### src/rtl/mc_decoder_if.sv
// Instruction-field inputs and per-cycle control outputs of the multicycle decoder.
// The slave side is the decoder; the master side drives the IR fields.
interface mc_decoder_if;
    logic [1:0] Op;
    logic [5:0] Funct;
    logic [3:0] Rd;
    logic       IRWrite;
    logic       NextPC;
    logic       AdrSrc;
    logic       ALUSrcA;
    logic [1:0] ALUSrcB;
    logic [1:0] ResultSrc;
    logic [1:0] ALUControl;
    logic [1:0] ImmSrc;
    logic [1:0] RegSrc;
    logic [1:0] FlagW;
    logic       PCS;
    logic       RegW;
    logic       MemW;
    logic       Branch;
    logic       InstrDone;
    logic       Illegal;

    modport slave (
        input  Op, Funct, Rd,
        output IRWrite, NextPC, AdrSrc, ALUSrcA, ALUSrcB, ResultSrc, ALUControl,
               ImmSrc, RegSrc, FlagW, PCS, RegW, MemW, Branch, InstrDone, Illegal
    );

    modport master (
        output Op, Funct, Rd,
        input  IRWrite, NextPC, AdrSrc, ALUSrcA, ALUSrcB, ResultSrc, ALUControl,
               ImmSrc, RegSrc, FlagW, PCS, RegW, MemW, Branch, InstrDone, Illegal
    );
endinterface

### src/rtl/mc_decoder.sv
// Multicycle ARM-subset control decoder: Moore main FSM, ALU decoder and
// source-select decode. Write/branch requests are produced before CondEx gating.
module mc_decoder (
    input  logic         clk,
    input  logic         reset,
    mc_decoder_if.slave  bus
);
    typedef enum logic [3:0] {
        FETCH, DECODE, MEMADR, MEMRD, MEMWB, MEMWR,
        EXECUTER, EXECUTEI, ALUWB, BRANCH, UNKNOWN
    } state_t;

    localparam logic [3:0] CMD_CMP = 4'b1010;

    state_t     state, state_nxt;
    logic       irw, npc, regw, memw, br, done, ill;
    logic       adr_src, src_a, alu_op;
    logic [1:0] src_b, res_src;
    logic [1:0] alu_ctl, flag_w;
    logic [3:0] cmd;

    assign cmd = bus.Funct[4:1];

    always_ff @(posedge clk or negedge reset) begin
        if (!reset) state <= FETCH;
        else        state <= state_nxt;
    end

    always_comb begin
        state_nxt = FETCH;
        irw       = 1'b0;
        npc       = 1'b0;
        regw      = 1'b0;
        memw      = 1'b0;
        br        = 1'b0;
        done      = 1'b0;
        ill       = 1'b0;
        adr_src   = 1'b0;
        src_a     = 1'b0;
        src_b     = 2'b00;
        res_src   = 2'b00;
        alu_op    = 1'b0;
        case (state)
            FETCH: begin
                irw       = 1'b1;
                npc       = 1'b1;
                src_a     = 1'b1;
                src_b     = 2'b10;
                res_src   = 2'b10;
                state_nxt = DECODE;
            end
            DECODE: begin
                src_a   = 1'b1;
                src_b   = 2'b10;
                res_src = 2'b10;
                case (bus.Op)
                    2'b00:   state_nxt = bus.Funct[5] ? EXECUTEI : EXECUTER;
                    2'b01:   state_nxt = MEMADR;
                    2'b10:   state_nxt = BRANCH;
                    default: state_nxt = UNKNOWN;
                endcase
            end
            MEMADR: begin
                src_b     = 2'b01;
                state_nxt = bus.Funct[0] ? MEMRD : MEMWR;
            end
            MEMRD: begin
                adr_src   = 1'b1;
                state_nxt = MEMWB;
            end
            MEMWB: begin
                res_src = 2'b01;
                regw    = 1'b1;
                done    = 1'b1;
            end
            MEMWR: begin
                adr_src = 1'b1;
                memw    = 1'b1;
                done    = 1'b1;
            end
            EXECUTER: begin
                alu_op    = 1'b1;
                state_nxt = ALUWB;
            end
            EXECUTEI: begin
                src_b     = 2'b01;
                alu_op    = 1'b1;
                state_nxt = ALUWB;
            end
            ALUWB: begin
                regw = (cmd != CMD_CMP);
                done = 1'b1;
            end
            BRANCH: begin
                src_b   = 2'b01;
                res_src = 2'b10;
                br      = 1'b1;
                done    = 1'b1;
            end
            UNKNOWN: begin
                ill  = 1'b1;
                done = 1'b1;
            end
            default: state_nxt = FETCH;
        endcase
    end

    // ALU decode only acts in the execute cycle, so flags update once per instruction
    always_comb begin
        alu_ctl = 2'b00;
        flag_w  = 2'b00;
        if (alu_op) begin
            case (cmd)
                4'b0100: alu_ctl = 2'b00;
                4'b0010: alu_ctl = 2'b01;
                CMD_CMP: alu_ctl = 2'b01;
                4'b0000: alu_ctl = 2'b10;
                4'b1100: alu_ctl = 2'b11;
                default: alu_ctl = 2'b00;
            endcase
            flag_w[1] = bus.Funct[0];
            flag_w[0] = bus.Funct[0] & ~alu_ctl[1];
            if (cmd == CMD_CMP) flag_w = 2'b11;
        end
    end

    // Strobes are held low while reset is asserted; the state is already FETCH then
    assign bus.IRWrite    = reset & irw;
    assign bus.NextPC     = reset & npc;
    assign bus.RegW       = reset & regw;
    assign bus.MemW       = reset & memw;
    assign bus.Branch     = reset & br;
    assign bus.InstrDone  = reset & done;
    assign bus.Illegal    = reset & ill;
    assign bus.PCS        = bus.Branch | (bus.RegW & (bus.Rd == 4'd15));

    assign bus.AdrSrc     = adr_src;
    assign bus.ALUSrcA    = src_a;
    assign bus.ALUSrcB    = src_b;
    assign bus.ResultSrc  = res_src;
    assign bus.ALUControl = alu_ctl;
    assign bus.FlagW      = flag_w;
    assign bus.ImmSrc     = bus.Op;
    assign bus.RegSrc     = {bus.Op == 2'b01, bus.Op == 2'b10};
endmodule
### src/flat_wrapper.sv
// flat-port wrapper written by rule: the top's interface ports become plain ports
module mc_decoder_flat 
  (clk, reset, bus_Op, bus_Funct, bus_Rd, bus_IRWrite, bus_NextPC, bus_AdrSrc, bus_ALUSrcA, bus_ALUSrcB, bus_ResultSrc, bus_ALUControl, bus_ImmSrc, bus_RegSrc, bus_FlagW, bus_PCS, bus_RegW, bus_MemW, bus_Branch, bus_InstrDone, bus_Illegal);
  mc_decoder_if bus_i ();
  input  logic clk;
  input  logic reset;
  input wire logic [$bits(bus_i.Op)-1:0] bus_Op;
  input wire logic [$bits(bus_i.Funct)-1:0] bus_Funct;
  input wire logic [$bits(bus_i.Rd)-1:0] bus_Rd;
  output wire logic [$bits(bus_i.IRWrite)-1:0] bus_IRWrite;
  output wire logic [$bits(bus_i.NextPC)-1:0] bus_NextPC;
  output wire logic [$bits(bus_i.AdrSrc)-1:0] bus_AdrSrc;
  output wire logic [$bits(bus_i.ALUSrcA)-1:0] bus_ALUSrcA;
  output wire logic [$bits(bus_i.ALUSrcB)-1:0] bus_ALUSrcB;
  output wire logic [$bits(bus_i.ResultSrc)-1:0] bus_ResultSrc;
  output wire logic [$bits(bus_i.ALUControl)-1:0] bus_ALUControl;
  output wire logic [$bits(bus_i.ImmSrc)-1:0] bus_ImmSrc;
  output wire logic [$bits(bus_i.RegSrc)-1:0] bus_RegSrc;
  output wire logic [$bits(bus_i.FlagW)-1:0] bus_FlagW;
  output wire logic [$bits(bus_i.PCS)-1:0] bus_PCS;
  output wire logic [$bits(bus_i.RegW)-1:0] bus_RegW;
  output wire logic [$bits(bus_i.MemW)-1:0] bus_MemW;
  output wire logic [$bits(bus_i.Branch)-1:0] bus_Branch;
  output wire logic [$bits(bus_i.InstrDone)-1:0] bus_InstrDone;
  output wire logic [$bits(bus_i.Illegal)-1:0] bus_Illegal;
  assign bus_i.Op = bus_Op;
  assign bus_i.Funct = bus_Funct;
  assign bus_i.Rd = bus_Rd;
  assign bus_IRWrite = bus_i.IRWrite;
  assign bus_NextPC = bus_i.NextPC;
  assign bus_AdrSrc = bus_i.AdrSrc;
  assign bus_ALUSrcA = bus_i.ALUSrcA;
  assign bus_ALUSrcB = bus_i.ALUSrcB;
  assign bus_ResultSrc = bus_i.ResultSrc;
  assign bus_ALUControl = bus_i.ALUControl;
  assign bus_ImmSrc = bus_i.ImmSrc;
  assign bus_RegSrc = bus_i.RegSrc;
  assign bus_FlagW = bus_i.FlagW;
  assign bus_PCS = bus_i.PCS;
  assign bus_RegW = bus_i.RegW;
  assign bus_MemW = bus_i.MemW;
  assign bus_Branch = bus_i.Branch;
  assign bus_InstrDone = bus_i.InstrDone;
  assign bus_Illegal = bus_i.Illegal;
  mc_decoder u_core (.clk(clk), .reset(reset), .bus(bus_i));
endmodule
### config.mk
export PLATFORM = sky130hd
export DESIGN_NAME = mc_decoder_flat
export DESIGN_NICKNAME = d
export VERILOG_FILES = /design/src/rtl/mc_decoder_if.sv /design/src/rtl/mc_decoder.sv /design/src/flat_wrapper.sv
export SDC_FILE = /design/constraint.sdc
export NUM_CORES = 1
export LEC_CHECK = 0
export ABC_CLOCK_PERIOD_IN_PS = 1400
export CAP_MARGIN = 20
export CELL_PAD_IN_SITES_DETAIL_PLACEMENT = 1
export CELL_PAD_IN_SITES_GLOBAL_PLACEMENT = 2
export CORE_ASPECT_RATIO = 0.9
export CORE_MARGIN = 2
export CORE_UTILIZATION = 15
export CTS_CLUSTER_DIAMETER = 80
export DETAILED_ROUTE_END_ITERATION = 10
export GPL_TIMING_DRIVEN = 1
export HOLD_SLACK_MARGIN = 0.06
export PLACE_DENSITY = 0.72
export REMOVE_ABC_BUFFERS = 1
export SLEW_MARGIN = 20
export SYNTH_ARGS = -nofsm -noshare
export SYNTH_HDL_FRONTEND = slang
export SYNTH_SLANG_ARGS = --single-unit
### constraint.sdc
create_clock -name clk -period 1.4 [get_ports clk]
set_clock_uncertainty 0.15 [all_clocks]
set_input_delay 0.28 -clock clk [delete_from_list [all_inputs] [get_ports clk]]
set_output_delay 0.28 -clock clk [all_outputs]
set_load 0.02 [all_outputs]
==> results.sh <==
export IMPL_die_h_um=59.5
export IMPL_yosys_warnings=0
export IMPL_peakVddDrop_mv=0.494
export IMPL_clock_fmax_ghz=0.556
export IMPL_synth_area_leader_cell="dfrtp_1"
export IMPL_firstDrtPassIters=6
export IMPL_n_antenna_cell=0
export IMPL_antenna_found_initial=0
export IMPL_start_kind="flip-flop"
export IMPL_hold_path_depth=2
export IMPL_worst_pin_slew_ns=0.326
export IMPL_synth_cell_types=31
export IMPL_synthToLayoutAreaGrowth_pct=129
export IMPL_crit_required_ns=0.97
export IMPL_synth_edf_count=0
export IMPL_cts_sinks=4
export IMPL_synth_async_sr_flop_share_pct=100
export IMPL_finalCritPeriodShare_pct=128
export IMPL_rsz0062_at_grt="yes"
export IMPL_power_density_mw_per_mm2=1930
export IMPL_grt_max_degree=9
export IMPL_io_pin_count=36
export IMPL_drtIter0Drc=15
export IMPL_die_w_um=65.7
export IMPL_top_regs="u_core.state (4)"
export IMPL_grt_pass1_wl_um=3850
export IMPL_slew_viol_final=0
export IMPL_post_synth_cell_area_avg_um2=7.24
export IMPL_layout_drive_gt1_share_pct=59.7
export IMPL_gp_congestion=0.712
export IMPL_slew_headroom_pct=78.3
export IMPL_layoutNonFillerInstCount=173
export IMPL_cp_end_kind="primary output"
export IMPL_place_area_mm2=0.00106
export IMPL_numCtsBuffers=3
export IMPL_violations="negative setup slack"
export IMPL_clk_pin_slew_ns=0.03
export IMPL_netlist_area_um2=514
export IMPL_ant_nets=0
export IMPL_top_register="u_core.state"
export IMPL_start_util_pct=15.5
export IMPL_hold_class="reg2reg"
export IMPL_htree_levels=1
export IMPL_ys_flop_type="dfrtp_1"
export IMPL_crit_fanout=4
export IMPL_synthTopCellsByCount="8 x nor3_1, 6 x nor2_1, 5 x a21oi_1, 5 x buf_4"
export IMPL_ys_ff_latch=4
export IMPL_die_area_mm2=0.00391
export IMPL_std_cell_rows=20
export IMPL_cp_arrival_ns=1.37
export IMPL_yosysMostFrequentCell="nor3_1"
export IMPL_fin_crit_ns=1.80
export IMPL_grtUsageTotal_pct=12.7
export IMPL_cap_violations=0
export IMPL_critical_path_class="reg2out"
export IMPL_cts_root_buf="clkbuf_8"
export IMPL_core_area_mm2=0.00333
export IMPL_largest_reg_flops=4
export IMPL_wl_per_cell_um=13.9
export IMPL_first_global_vias=881
export IMPL_setup_viol=18
export IMPL_cts_tree="yes"
export IMPL_final_hold_viol_count=0
export IMPL_cp_slowest_cell="dfrtp_1"
export IMPL_vias=739
export IMPL_nNetsFinal=145
export IMPL_numPortBuffers=35
export IMPL_cp_cell_sequence="and2b_2 -> nand2_2 -> nor3_2 -> buf_4"
export IMPL_fin_ws_ns=-0.399
export IMPL_cpPeakStageDelay_ns=0.40
export IMPL_drc_errors=0
export IMPL_place_inst=168
export IMPL_drt_total_wl_um=2410
export IMPL_syn_instance_count=71
export IMPL_netlist_area_leader_share_pct=19.5
export IMPL_synth_seq_area_share_pct=19.5
export IMPL_synthTopCellsByArea="dfrtp_1 19%, nor3_1 7.8%, buf_4 7.3%"
export IMPL_place_hpwl_um=1740
export IMPL_grt_overflow=0
export IMPL_clockBufferDepth=2
export IMPL_stdcell_area_mm2=0.00118
export IMPL_detail_route_vias_per_cell=4.27
export IMPL_p_leak_nw=0.537
export IMPL_worstRegToRegCells=5
export IMPL_clk_latency_ns=0.22
export IMPL_status="complete, but fails checks"
-- routing by layer --
layer,vias to the layer above,global-route usage (%),wire [um]
li1,365,-,-
met4,0,5.06,27
met3,2,1.33,54
met1,353,13.3,953
met5,-,0,0
met2,19,25.4,1380
-- final cells by class --
cell class | count | area [um2]
tap | 44 | 55.1
sequential | 4 | 103
fill | 419 | 2150
multi-input combinational | 57 | 470
clock buffer | 3 | 41.3
timing repair buffer | 62 | 499
inverter | 3 | 11.3
-- cell usage in the layout (no fill, tap or decap), types with 2 or more instances in the layout --
cell type        count
nor3_1               4
buf_4               34
nand2_1              3
o21ai_1              2
nor2b_1              2
a21oi_1              3
inv_1                2
buf_6                7
nand2b_1             2
nand2_2              2
nand3_1              3
dlygate4sd2_1       12
nand2b_4             2
nor3_2               4
buf_2                5
clkdlybuf4s50_1      2
nor2_1               5
xor2_1               2
a21oi_2              2
dfrtp_2              2
clkbuf_8             3
dfrtp_1              2
-- power breakdown --
part / internal [mW] / switching, mW
clock: 0.183 / 0.0590
combinational: 0.867 / 0.888
sequential: 0.177 / 0.103
-- timing repair --
item	CTS	global route
resized for setup	139	16
pin swaps	9	4
setup endpoints to repair	23	24
setup buffers	2	0
hold buffers	1	0
endpoints found under the hold margin	4	0
-- logic make-up (layout without fill, tap and decap cells) --
group / count (synthesis) / after routing / share of synthesized area (%)
xor gates and xnor gates: 3 / 3 / 5.11
AOI/OAI and AO/OA: 15 / 15 / 19.2
muxes: 1 / 1 / 1.95
DFF: 4 / 4 / 19.5
and+or+nand+nor: 38 / 38 / 42.8
buffers and inverters: 10 / 68 / 11.4
-- final timing paths --
kind	from	endpoint	slack, ns
worst max-delay path	u_core.state[3]$_DFF_PN0_	bus_ALUControl[0]	-0.40
worst min-delay path	u_core.state[3]$_DFF_PN0_	u_core.state[3]$_DFF_PN0_	0.50
worst max register to register	u_core.state[0]$_DFF_PN0_	u_core.state[2]$_DFF_PN0_	0.02
worst min register to register	u_core.state[3]$_DFF_PN0_	u_core.state[3]$_DFF_PN0_	0.50
max in group asynchronous	reset	u_core.state[2]$_DFF_PN0_	0.31
min in group asynchronous	reset	u_core.state[0]$_DFF_PN0_	0.59
-- worst max-delay path, delay by kind of cell, from the launching register on --
family / cells / cell delay (ns)
AND/OR/NAND/NOR: 3 / 0.58
buffers and inverters: 1 / 0.17
flip-flops: 1 / 0.40
-- stage by stage --
stage / total power, mW / utilization, % / TNS [ns] / hold WS [ns] / setup WS (ns)
finish: 2.28 / 35.5 / -5.88 / 0.501 / -0.399
global route: 2.46 / 35.5 / -7.33 / 0.542 / -0.468
CTS: 2.13 / 33.8 / -5.93 / 0.494 / -0.381
detailed placement: 1.85 / 31.8 / -16.53 / 0.469 / -0.956
global placement: 1.82 / 31.8 / -15.64 / 0.456 / -0.905
floorplan: 0.981 / - / -4.88 / -0.166 / -0.938
Power figures use the tool's default switching activity.
